$ cat src/rtl/apb_pkg.sv
// Shared types and constants for the APB wait-state slave and its register file.
package apb_pkg;

    typedef enum logic [1:0] {IDLE, WAIT, READY} apb_state_t;

    localparam int unsigned APB_ADDR_W = 5;
    localparam int unsigned APB_DATA_W = 32;
    // Wide enough for the largest supported wait count (15).
    localparam int unsigned CNT_W      = $clog2(16);

endpackage

$ cat src/rtl/apb_regfile.sv
// DEPTH x DATA_W register array: synchronous write and clear, combinational read.
module apb_regfile
    import apb_pkg::*;
#(
    parameter int unsigned DATA_W = APB_DATA_W,
    parameter int unsigned ADDR_W = APB_ADDR_W,
    parameter int unsigned DEPTH  = 24
) (
    input  logic              clk,
    input  logic              reset,
    input  logic              we,
    input  logic [ADDR_W-1:0] waddr,
    input  logic [DATA_W-1:0] wdata,
    input  logic [ADDR_W-1:0] raddr,
    output logic [DATA_W-1:0] rdata
);

    logic [DATA_W-1:0] mem_q [DEPTH];

    always_ff @(posedge clk) begin
        if (reset) begin
            for (int i = 0; i < int'(DEPTH); i++) begin
                mem_q[i] <= '0;
            end
        end else if (we) begin
            mem_q[waddr] <= wdata;
        end
    end

    // Unimplemented addresses read as zero rather than X.
    always_comb begin
        rdata = '0;
        if (32'(raddr) < DEPTH) begin
            rdata = mem_q[raddr];
        end
    end

endmodule

$ cat src/rtl/apb_wait_slave.sv
// APB register-file responder with programmable wait states and pslverr on unmapped
// addresses; pready, pslverr and prdata are registered and nonzero only in READY.
module apb_wait_slave
    import apb_pkg::*;
#(
    parameter int unsigned DATA_W      = APB_DATA_W,
    parameter int unsigned ADDR_W      = APB_ADDR_W,
    parameter int unsigned DEPTH       = 24,
    parameter int unsigned WAIT_CYCLES = 1
) (
    input  logic              clk,
    input  logic              reset,
    input  logic              psel,
    input  logic              penable,
    input  logic              pwrite,
    input  logic [ADDR_W-1:0] addr,
    input  logic [DATA_W-1:0] pwdata,
    output logic [DATA_W-1:0] prdata,
    output logic              pready,
    output logic              pslverr
);

    localparam logic [CNT_W-1:0] LAST = CNT_W'(WAIT_CYCLES - 1);

    apb_state_t        state_q;
    logic [CNT_W-1:0]  cnt_q;
    logic [ADDR_W-1:0] addr_q;
    logic [DATA_W-1:0] pwdata_q;
    logic              pwrite_q;
    logic              err_q;

    logic              addr_err;
    logic [ADDR_W-1:0] raddr;
    logic [DATA_W-1:0] rdata;
    logic [DATA_W-1:0] rd_val;
    logic              rd_err;
    logic              rd_write;
    logic              we;

    // With zero wait states READY is entered straight from the setup edge, so the
    // read path must look at the live bus instead of the latched copy.
    always_comb begin
        addr_err = (32'(addr) >= DEPTH);
        raddr    = addr_q;
        rd_err   = err_q;
        rd_write = pwrite_q;
        if (state_q == IDLE) begin
            raddr    = addr;
            rd_err   = addr_err;
            rd_write = pwrite;
        end
        rd_val = (rd_err || rd_write) ? '0 : rdata;
        we     = (state_q == READY) && psel && pwrite_q && !err_q;
    end

    apb_regfile #(
        .DATA_W (DATA_W),
        .ADDR_W (ADDR_W),
        .DEPTH  (DEPTH)
    ) u_regfile (
        .clk   (clk),
        .reset (reset),
        .we    (we),
        .waddr (addr_q),
        .wdata (pwdata_q),
        .raddr (raddr),
        .rdata (rdata)
    );

    always_ff @(posedge clk) begin
        if (reset) begin
            state_q  <= IDLE;
            cnt_q    <= '0;
            addr_q   <= '0;
            pwdata_q <= '0;
            pwrite_q <= 1'b0;
            err_q    <= 1'b0;
            pready   <= 1'b0;
            pslverr  <= 1'b0;
            prdata   <= '0;
        end else begin
            pready  <= 1'b0;
            pslverr <= 1'b0;
            prdata  <= '0;
            unique case (state_q)
                IDLE: begin
                    if (psel && !penable) begin
                        addr_q   <= addr;
                        pwdata_q <= pwdata;
                        pwrite_q <= pwrite;
                        err_q    <= addr_err;
                        cnt_q    <= '0;
                        if (WAIT_CYCLES == 0) begin
                            state_q <= READY;
                            pready  <= 1'b1;
                            pslverr <= addr_err;
                            prdata  <= rd_val;
                        end else begin
                            state_q <= WAIT;
                        end
                    end
                end
                WAIT: begin
                    if (!psel) begin
                        state_q <= IDLE;
                    end else if (penable) begin
                        cnt_q <= cnt_q + 1'b1;
                        if (cnt_q == LAST) begin
                            state_q <= READY;
                            pready  <= 1'b1;
                            pslverr <= err_q;
                            prdata  <= rd_val;
                        end
                    end
                end
                READY: begin
                    state_q <= IDLE;
                end
                default: begin
                    state_q <= IDLE;
                end
            endcase
        end
    end

endmodule
$ cat config.mk
export PLATFORM = sky130hd
export DESIGN_NAME = apb_wait_slave
export DESIGN_NICKNAME = d
export VERILOG_FILES = /design/src/rtl/apb_pkg.sv /design/src/rtl/apb_regfile.sv /design/src/rtl/apb_wait_slave.sv
export SDC_FILE = /design/constraint.sdc
export NUM_CORES = 2
export LEC_CHECK = 0
export CORE_MARGIN = 8
export CORE_UTILIZATION = 43
export DETAILED_ROUTE_END_ITERATION = 8
export GPL_TIMING_DRIVEN = 0
export PLACE_DENSITY = 0.72
export RECOVER_POWER = 100
export REMOVE_ABC_BUFFERS = 1
export SLEW_MARGIN = 10
export SYNTH_ARGS = -nofsm -noshare
export SYNTH_HDL_FRONTEND = slang
export SYNTH_SLANG_ARGS = --single-unit
$ cat constraint.sdc
create_clock -name clk -period 2.4 [get_ports clk]
set_input_delay 0.48 -clock clk [delete_from_list [all_inputs] [get_ports clk]]
set_output_delay 0.48 -clock clk [all_outputs]
set_load 0.01 [all_outputs]
==> metrics.cfg <==
[layout]
final_cell_mix = 768 x edfxtp_1, 758 x and2_1, 355 x nand2_1
fin_cells = 4459
final_nets = 3255
mostFrequentLayoutCell = edfxtp_1
area_delta_synth_final_pct = 21.4
drive_above_1_share_pct = 17.4

[yosys]
synth_edf_count = 768
ys_top_cells_by_area = edfxtp_1 59%, and2_1 12%, dfxtp_1 4.1%, nand2_1 3.5%, mux2i_1 3.4%
syn_inst = 3095
async_flop_share_pct = 0
synth_top_area_share_pct = 59.2
ys_seq_area_share_pct = 63.3
synth-seq-cells = 847
avgSynthCellArea_um2 = 12.6
yosysWarnings = 0
synthFlopType = edfxtp_1
yosys.area.top_type = edfxtp_1
synth_cell_types = 45
netlist_area_mm2 = 0.0390

[floorplanning]
die_area_mm2 = 0.100
placeableCoreArea_mm2 = 0.0899
io_pins = 76
dieHeight_um = 317
start_util_pct = 43.3
die_w_um = 317
rows = 110

[power_and_ir_drop]
p_leak_nw = 16.8
max-vdd-ir-drop_uv = 556
power.density_mw_per_mm2 = 700
finalPower_w = 0.0331

[global_route]
met3_usage_pct = 5.92
grt_usage_pct = 24.0
grt_pass1_wl_um = 176000
grt_remaining_overflow = 0
grt_pass1_vias = 26374
grt_start_max_net_pins = 79
grt_antenna_before_repair = 6
use_met1_pct = 29.4
top_usage_layer = met2
grtUsageMet2_pct = 37.7

[clock_network]
cts.sinks = 847
htreeDepth = 3
hold_buffers = 0
cts-root-buf = clkbuf_16
cts.path.max_buffers = 3
path_clk_slew_ns = 0.06
cts_tree = yes
clk_latency_ns = 0.65
cts_buffers = 86

[outcome]
status = finished, violations left
violations = negative setup slack

[setup_path]
cp.arrival_ns = 3.72
rr_startpoint = state_q[0]
endpoint = prdata[15]
rr_worst_depth = 8
crit_fanout = 19
cp.required_ns = 2.89
rrSetupSlack_ns = -0.83
regToRegEndpoint = prdata[15]
crit_path_start_kind = flip-flop
worstSetupStartpoint = state_q[0]
worstSetupPathType = flip-flop to flip-flop
end_kind = flip-flop

[placement]
pre_cts_ws_ns = -2.32
io_buffers = 75
gp_congestion = 0.800
dp_hpwl_um = 62100
dp_cells = 4111

[sta]
hold_viol_final = 0
worstMarginPinSlew_ns = 1.35
slew_violations = 0
finalCriticalPeriod_ns = 3.23
rsz0062_at_grt = true
clock_skew_ns = 0.0294
fin_crit_sh_pct = 135
fmax_mhz = 309
setup_viol = 1313
slew_headroom_pct = 9.81
finalWorstSetupSlack_ns = -0.831

[detailed_routing]
wl_per_cell_um = 28.3
routed_wl_um = 126000
vias = 27149
dr.pass1.iters = 7
drt-initial-drc-count = 3846
drc = 0
ant_nets = 0
viasPerCell = 6.09

[flow_run]
drv_cap = 0

[min_path]
hold_start = reset
hp-class = primary input to flip-flop

==> kinds of logic (layout without fill, tap and decap cells) <==
logic type / count (synthesis) / count (layout) / share of synthesized area, %
AOI/OAI and AO/OA: 388 / 388 / 6.85
muxes: 194 / 195 / 6.87
other: 0 / 2 / 0
adders and majority gates: 2 / 2 / 0.0642
DFF: 847 / 847 / 63.3
and+or+nand+nor: 1370 / 1409 / 19.5
xor gates and xnor gates: 2 / 2 / 0.0450
buffers and inverters: 292 / 438 / 3.40
==> sequential cells by signal (all words and copies together) (netlist names) <==
| signal | count |
|---|---|
| pslverr | 1 |
| pready | 1 |
| state_q | 2 |
| cnt_q | 4 |
| err_q | 1 |
| prdata | 32 |
| u_regfile.mem_q | 768 |
| pwrite_q | 1 |
| addr_q | 5 |
| pwdata_q | 32 |
==> report_power, final <==
part	switching [W]	total [W]	internal (W)
combinational	0.00184	0.00304	0.00120
sequential	0.000409	0.0169	0.0165
clock	0.00573	0.0132	0.00745
==> worst max-delay path, stage by stage, from the launching register on <==
cell	delay (ns)
dfxtp_4	0.36
clkbuf_1	0.34
or2_1	0.59
a211oi_2	0.18
o211ai_4	0.67
buf_16	0.25
a31oi_1	0.07
a31oi_1	0.48
a31oi_4	0.11
==> cell type report <==
cell class,count,area [um2]
Fill cell,6916,42600
Sequential cell,847,24700
Multi-Input combinational cell,1996,14600
Timing Repair Buffer,278,3860
Clock buffer,112,2310
Tap cell,1176,1470
Clock inverter,46,390
Inverter,2,7.51
Antenna cell,2,5.00
==> synthesized netlist by cell type (33+ instances only) <==
library cell,number
a31oi_1,96
a32oi_1,64
nand2_1,359
a21oi_1,86
and2_1,769
o211ai_1,128
buf_2,42
nand4_1,33
edfxtp_1,768
dfxtp_1,79
mux2i_1,133
nand2b_1,67
nand3_1,39
clkbuf_1,216
mux4_2,58
==> how the worst min path moves through the flow <==
stage | end | slack [ns] | cells after the start
detailed placement | pwrite_q | 0.49 | 2
finish | pwdata_q[0] | 0.22 | 2
CTS | pwdata_q[0] | 0.24 | 2
global route | addr_q[2] | 0.23 | 2
floorplan | pwrite_q | 0.44 | 2
global placement | pwrite_q | 0.46 | 2
==> routing by layer <==
metal | part of all wire (%) | vias to the layer above
met1 | 35 | 13462
met4 | 7.3 | 0
met5 | 0 | -
li1 | - | 11403
met3 | 11 | 410
met2 | 47 | 1874
==> what timing repair did <==
item                                    4_1_cts  5_1_grt
setup buffers                                99       44
cloned                                       42        5
endpoints found under the setup margin     1567      892
pin swaps                                    64       24
resized for setup                           230       31
==> metrics by stage <==
| step | util, % | instance area (um2) | hold slack [ns] | TNS (ns) |
|---|---|---|---|---|
| global route | 52.6 | 47300 | 0.232 | -442.90 |
| CTS | 52.0 | 46700 | 0.238 | -18.60 |
| global placement | 44.3 | 39900 | 0.459 | -8461.19 |
| floorplan | - | 37600 | 0.444 | -3136.27 |
| finish | 52.6 | 47300 | 0.221 | -327.57 |
| detailed placement | 46.1 | 41500 | 0.488 | -2468.43 |
No activity file was read; power rests on OpenSTA's default activity.
